$ cat config.mk
export PLATFORM = sky130hd
export DESIGN_NAME = multi_ch_dac_out_flat
export DESIGN_NICKNAME = d
export VERILOG_FILES = /design/src/rtl/multi_ch_dac_out_if.sv /design/src/rtl/multi_ch_dac_out.sv /design/src/flat_wrapper.sv
export SDC_FILE = /design/constraint.sdc
export NUM_CORES = 1
export LEC_CHECK = 0
export ABC_AREA = 0
export BUFFER_PORTS_ARGS = -buffer_cell sky130_fd_sc_hd__buf_2
export CORE_ASPECT_RATIO = 0.9
export CORE_MARGIN = 10
export CORE_UTILIZATION = 46
export DETAILED_ROUTE_END_ITERATION = 7
export GPL_ROUTABILITY_DRIVEN = 1
export PLACE_DENSITY_LB_ADDON = 0.05
export SETUP_SLACK_MARGIN = 0.2
export SYNTH_ARGS = -nofsm -noshare
export SYNTH_HDL_FRONTEND = slang
export SYNTH_SLANG_ARGS = --single-unit
$ cat constraint.sdc
create_clock -name clk -period 9.7 [get_ports clk]
set_input_delay 1.94 -clock clk [delete_from_list [all_inputs] [get_ports clk]]
set_output_delay 1.94 -clock clk [all_outputs]
set_load 0.01 [all_outputs]
$ cat src/rtl/multi_ch_dac_out_if.sv
// Shared, channel-tagged sample bus feeding multi_ch_dac_out.
// The producer drives one tagged sample per smpl_in_rdy strobe.
interface multi_ch_dac_out_if #(
    parameter int SMPL_W = 18
) ();
    logic                     smpl_in_rdy;
    logic [3:0]               smpl_in_ch;
    logic signed [SMPL_W-1:0] smpl_in;

    modport master (output smpl_in_rdy, output smpl_in_ch, output smpl_in);
    modport slave  (input  smpl_in_rdy, input  smpl_in_ch, input  smpl_in);
endinterface

$ cat src/rtl/multi_ch_dac_out.sv
// N-channel audio output: staggered sample triggers, double-buffered samples and one
// 2nd-order 1-bit sigma-delta per channel. DAC_UNDERRUN_ZERO_EN: underrun loads silence.
module multi_ch_dac_out_ch #(
    parameter int SMPL_W = 18
) (
    input  logic                     clk,
    input  logic                     reset_n,
    input  logic                     trig_i,
    input  logic                     wr_i,
    input  logic signed [SMPL_W-1:0] smpl_i,
    output logic                     underrun_o,
    output logic                     dout_o
);
    localparam int AW = SMPL_W + 4;
    localparam int EW = AW + 2;
    localparam logic signed [EW-1:0] FS_E    = {{(EW-SMPL_W){1'b0}}, 1'b1, {(SMPL_W-1){1'b0}}};
    localparam logic signed [EW-1:0] SAT_MAX = {{(EW-AW+1){1'b0}}, {(AW-1){1'b1}}};
    localparam logic signed [EW-1:0] SAT_MIN = -SAT_MAX;

    logic signed [SMPL_W-1:0] pend_q, pend_d, act_q, act_d;
    logic signed [AW-1:0]     acc1_q, acc1_d, acc2_q, acc2_d;
    logic signed [EW-1:0]     fb, sum1, sum2;
    logic                     fresh_q, fresh_d, und_q, und_d, dout_q, dout_d;

    function automatic logic signed [AW-1:0] sat(input logic signed [EW-1:0] v);
        if (v > SAT_MAX)      return SAT_MAX[AW-1:0];
        else if (v < SAT_MIN) return SAT_MIN[AW-1:0];
        else                  return v[AW-1:0];
    endfunction

    always_comb begin
        pend_d  = pend_q;
        act_d   = act_q;
        fresh_d = fresh_q;
        und_d   = 1'b0;
        if (trig_i) begin
            fresh_d = 1'b0;
            // A write landing on the trigger cycle goes straight to the modulator.
            if (wr_i) begin
                act_d  = smpl_i;
                pend_d = smpl_i;
            end else begin
                und_d = !fresh_q;
`ifdef DAC_UNDERRUN_ZERO_EN
                act_d = fresh_q ? pend_q : '0;
`else
                act_d = pend_q;
`endif
            end
        end else if (wr_i) begin
            pend_d  = smpl_i;
            fresh_d = 1'b1;
        end

        fb     = dout_q ? FS_E : -FS_E;
        sum1   = EW'(acc1_q) + EW'(act_q) - fb;
        acc1_d = sat(sum1);
        sum2   = EW'(acc2_q) + EW'(acc1_d) - fb;
        acc2_d = sat(sum2);
        dout_d = !acc2_d[AW-1];
    end

    always_ff @(posedge clk or negedge reset_n) begin
        if (!reset_n) begin
            pend_q  <= '0;
            act_q   <= '0;
            fresh_q <= 1'b0;
            und_q   <= 1'b0;
            acc1_q  <= '0;
            acc2_q  <= '0;
            dout_q  <= 1'b0;
        end else begin
            pend_q  <= pend_d;
            act_q   <= act_d;
            fresh_q <= fresh_d;
            und_q   <= und_d;
            acc1_q  <= acc1_d;
            acc2_q  <= acc2_d;
            dout_q  <= dout_d;
        end
    end

    assign underrun_o = und_q;
    assign dout_o     = dout_q;
endmodule

module multi_ch_dac_out #(
    parameter int NUM_CH    = 2,
    parameter int SMPL_W    = 18,
    parameter int CLK_FREQ  = 100000000,
    parameter int SMPL_RATE = 48000
) (
    input  logic                clk,
    input  logic                reset_n,
    multi_ch_dac_out_if.slave   smpl_bus,
    output logic [NUM_CH-1:0]   smpl_rate_trig,
    output logic [NUM_CH-1:0]   underrun,
    output logic                err_bad_ch,
    output logic [NUM_CH-1:0]   dout
);
    localparam int PERIOD  = CLK_FREQ / SMPL_RATE;
    localparam int STAGGER = PERIOD / NUM_CH;
    localparam int CNT_W   = (PERIOD > 1) ? $clog2(PERIOD) : 1;

    logic [CNT_W-1:0]  cnt_q, cnt_d;
    logic [NUM_CH-1:0] trig_q, trig_d, wr_sel;
    logic              err_q, err_d;

    always_comb begin
        cnt_d  = (cnt_q == CNT_W'(PERIOD - 1)) ? '0 : cnt_q + CNT_W'(1);
        trig_d = '0;
        wr_sel = '0;
        for (int ch = 0; ch < NUM_CH; ch++) begin
            trig_d[ch] = (cnt_q == CNT_W'(ch * STAGGER));
            wr_sel[ch] = smpl_bus.smpl_in_rdy && (smpl_bus.smpl_in_ch == 4'(ch));
        end
        err_d = smpl_bus.smpl_in_rdy && (32'(smpl_bus.smpl_in_ch) >= NUM_CH);
    end

    always_ff @(posedge clk or negedge reset_n) begin
        if (!reset_n) begin
            cnt_q  <= '0;
            trig_q <= '0;
            err_q  <= 1'b0;
        end else begin
            cnt_q  <= cnt_d;
            trig_q <= trig_d;
            err_q  <= err_d;
        end
    end

    for (genvar g = 0; g < NUM_CH; g++) begin : g_ch
        multi_ch_dac_out_ch #(.SMPL_W(SMPL_W)) u_ch (
            .clk        (clk),
            .reset_n    (reset_n),
            .trig_i     (trig_q[g]),
            .wr_i       (wr_sel[g]),
            .smpl_i     (smpl_bus.smpl_in),
            .underrun_o (underrun[g]),
            .dout_o     (dout[g])
        );
    end

    assign smpl_rate_trig = trig_q;
    assign err_bad_ch     = err_q;
endmodule
$ cat src/flat_wrapper.sv
// flat-port wrapper written by rule: the top's interface ports become plain ports
module multi_ch_dac_out_flat 
#(
    parameter int NUM_CH    = 2,
    parameter int SMPL_W    = 18,
    parameter int CLK_FREQ  = 100000000,
    parameter int SMPL_RATE = 48000
)
  (clk, reset_n, smpl_rate_trig, underrun, err_bad_ch, dout, smpl_bus_smpl_in_rdy, smpl_bus_smpl_in_ch, smpl_bus_smpl_in);
  multi_ch_dac_out_if #(.SMPL_W(SMPL_W)) smpl_bus_i ();
  input  logic clk;
  input  logic reset_n;
  output logic [NUM_CH-1:0] smpl_rate_trig;
  output logic [NUM_CH-1:0] underrun;
  output logic err_bad_ch;
  output logic [NUM_CH-1:0] dout;
  input wire logic [$bits(smpl_bus_i.smpl_in_rdy)-1:0] smpl_bus_smpl_in_rdy;
  input wire logic [$bits(smpl_bus_i.smpl_in_ch)-1:0] smpl_bus_smpl_in_ch;
  input wire logic [$bits(smpl_bus_i.smpl_in)-1:0] smpl_bus_smpl_in;
  assign smpl_bus_i.smpl_in_rdy = smpl_bus_smpl_in_rdy;
  assign smpl_bus_i.smpl_in_ch = smpl_bus_smpl_in_ch;
  assign smpl_bus_i.smpl_in = smpl_bus_smpl_in;
  multi_ch_dac_out #(.NUM_CH(NUM_CH), .SMPL_W(SMPL_W), .CLK_FREQ(CLK_FREQ), .SMPL_RATE(SMPL_RATE)) u_core (.clk(clk), .reset_n(reset_n), .smpl_bus(smpl_bus_i), .smpl_rate_trig(smpl_rate_trig), .underrun(underrun), .err_bad_ch(err_bad_ch), .dout(dout));
endmodule
==> results.ini <==
[cts]
post_cts_buffers = 0
cts_buffers = 17
clk_pin_slew_ns = 0.08
clockBufferDepth = 2
post_cts_resized = 0
cts_sinks = 181
tritoncts = built
postCtsHoldBufs = 0
cts_root_buffer = clkbuf_16
insertion_delay_ns = 0.45
htreeDepth = 4

[synth]
synth_seq_area_share_pct = 30.6
synth-compound-area-share_pct = 19.7
synth_cell_types = 91
synth_nets = 1964
synth-seq-cells = 181
avgSynthCellArea_um2 = 8.39
synth_top_family_by_area = compound AO/OA/AOI/OAI gates
synth_fa_ha_area_share_pct = 15.9
synthSimpleGateAreaFrac_pct = 15.8
ys_dominant_reg_cell = dfrtp_1
synth-xor-area-share_pct = 4.27
synth_edf_count = 0
yosysWarnings = 0
syn-instance-count = 1761
synth-async-reset-ratio_pct = 100
synth.mux.area_fraction_pct = 3.75
netlist_area_mm2 = 0.0148

[worst_setup_path]
r2r-start = u_core.g_ch[1].u_ch.act_q[3]$_DFFE_PN0P_
setup.worst_path.end = u_core.g_ch[1].u_ch.acc2_q[13]$_DFF_PN0_
slowest_stage = o31ai_4
crit_path_start = u_core.g_ch[1].u_ch.act_q[3]$_DFFE_PN0P_
critPathKind = reg -> reg
critical_path.max_fanout = 19
cp.required_ns = 9.98
startpoint_type = flop
crit_path_end_kind = flop
rrSetupSlack_ns = 1.00
cp_common_cell = ha_1
reg2reg_to = u_core.g_ch[1].u_ch.acc2_q[13]$_DFF_PN0_
rr_worst_depth = 29
slowest_delay_ns = 0.77
worstPathArrival_ns = 8.97

[floorplanning]
start_util_pct = 46.5
die_h_um = 190
design.portCount = 32
rows = 62
dieArea_mm2 = 0.0397
chipWidth_um = 209
coreArea_mm2 = 0.0318

[routing]
wl_per_cell_um = 17.0
vias_per_cell = 5.50
dr.pass1.iters = 5
vias = 12100
ant_nets = 0
route.detailed.drc = 0
drt_iter0_drc = 1053
routed_wl_um = 37200

[sta]
fmax_mhz = 115
final.min_clock_period_ns = 8.70
tns_ns = 0
setup_viol = 0
hold_viol = 0
layout_worst_path_cycle_share_pct = 89.7
maxSlewHeadroom_pct = 31.1
slew_viol_final = 0
rsz0062_at_grt = no
tightest_slew_ns = 1.03
final.setup_skew_ns = 0.0144
holdWs_ns = 0.499

[finish]
layout_common_cells = 326 x inv_1, 181 x dfrtp_1, 162 x ha_1
area_delta_synth_final_pct = 7.69
drive_gt1_share_pct = 9.07
fin_nets = 1966
layout_commonest_cell = inv_1
finalNonFillerCells = 2193

[placement]
dp.cells = 2160
hpwl_um = 29400
portBuffers = 31
gp_congestion = 0.915

[grt]
grt_pass1_wl_um = 60200
grt_overflow = 0
grt_use_met2_pct = 25.6
use_met3_pct = 3.18
grt_antenna_before_repair = 2
grt_pass1_vias = 11300
grt_util_met1_pct = 28.8
busiest_layer = met1
grt_max_degree = 66
grt_usage_pct = 18.5

[hold_path]
hold_class = reg -> reg
min_from = u_core.g_ch[0].u_ch.pend_q[9]$_DFF_PN0_

[job]
drv_cap = 0

[run_status]
status = completed

==> per-layer routing <==
layer,vias up,part of all wire [%]
met5,-,0
met1,5755,54
met3,23,5.4
met2,269,40
met4,0,1.1
li1,6017,-
==> state kept, by name (all words and copies together) (netlist names) <==
signal                       count
u_core.g_ch.u_ch.acc1_q         44
u_core.g_ch.u_ch.acc2_q         44
u_core.g_ch.u_ch.act_q          36
u_core.g_ch.u_ch.pend_q         36
u_core.cnt_q                    12
u_core.g_ch.u_ch.dout_o          2
u_core.g_ch.u_ch.fresh_q         2
u_core.g_ch.u_ch.underrun_o      2
u_core.smpl_rate_trig            2
u_core.err_bad_ch                1
==> cell usage after synthesis (all sizes together) (19+ instances only) <==
cell    number  area (um2)
dfrtp      181        4530
xor2        27         236
a21oi      136         684
xnor2       45         394
a21o        44         330
nand4       19         119
nand2      139         522
nand3       32         160
ha         162        2030
and3        22         143
o21ai       96         484
mux2        43         484
nor3        28         150
or2         19         119
clkbuf      35         131
nor2        98         370
inv        326        1220
buf         19         116
==> how the worst min path moves through the flow <==
stage                                                    end  slack, ns  depth (start not counted)
floorplan            u_core.g_ch[0].u_ch.fresh_q$_DFFE_PN0P_       0.45                          2
global placement     u_core.g_ch[0].u_ch.fresh_q$_DFFE_PN0P_       0.46                          2
detailed placement   u_core.g_ch[1].u_ch.pend_q[1]$_DFF_PN0_       0.48                          1
CTS                 u_core.g_ch[1].u_ch.pend_q[14]$_DFF_PN0_       0.50                          1
global route        u_core.g_ch[1].u_ch.pend_q[13]$_DFF_PN0_       0.51                          1
finish               u_core.g_ch[0].u_ch.pend_q[9]$_DFF_PN0_       0.50                          1
==> metrics by stage <==
step / area, um2 / util (%) / worst slack (ns)
after floorplan: 14800 / - / 2.64
after global placement: 15300 / 48.0 / 1.08
after detailed placement: 15300 / 48.0 / 1.05
after CTS: 15900 / 50.0 / 1.04
after global routing: 15900 / 50.0 / 0.345
final: 15900 / 50.0 / 1.00
==> cell families (layout without fill, tap and decap cells) <==
kind of cell / after synthesis / after routing
simple gates: 463 / 463
mux: 50 / 50
fa+ha+maj: 178 / 178
xor+xnor: 72 / 72
other cells: 0 / 1
flops: 181 / 181
compound gates: 437 / 437
buf+inv: 380 / 395
==> layout make-up <==
| cell class | count | area (um2) |
|---|---|---|
| repair buffers | 37 | 209 |
| clock inverters | 14 | 210 |
| diodes | 1 | 2.50 |
| flip-flops and latches | 181 | 4530 |
| fillers | 3118 | 15900 |
| inverters | 326 | 1220 |
| clock buffers | 18 | 439 |
| multi-input cells | 1200 | 8780 |
| well taps | 416 | 520 |
==> worst max-delay path, delay by kind of cell (launching register included) <==
kind / cells / cell delay [ns]
flops: 1 / 0.32
fa+ha+maj: 4 / 1.17
compound gates: 13 / 4.56
mux: 2 / 0.68
simple gates: 7 / 1.62
buf+inv: 3 / 0.13
Power is not shown: default switching activity piles up to over one toggle a cycle in this logic, so the estimate is an artifact.
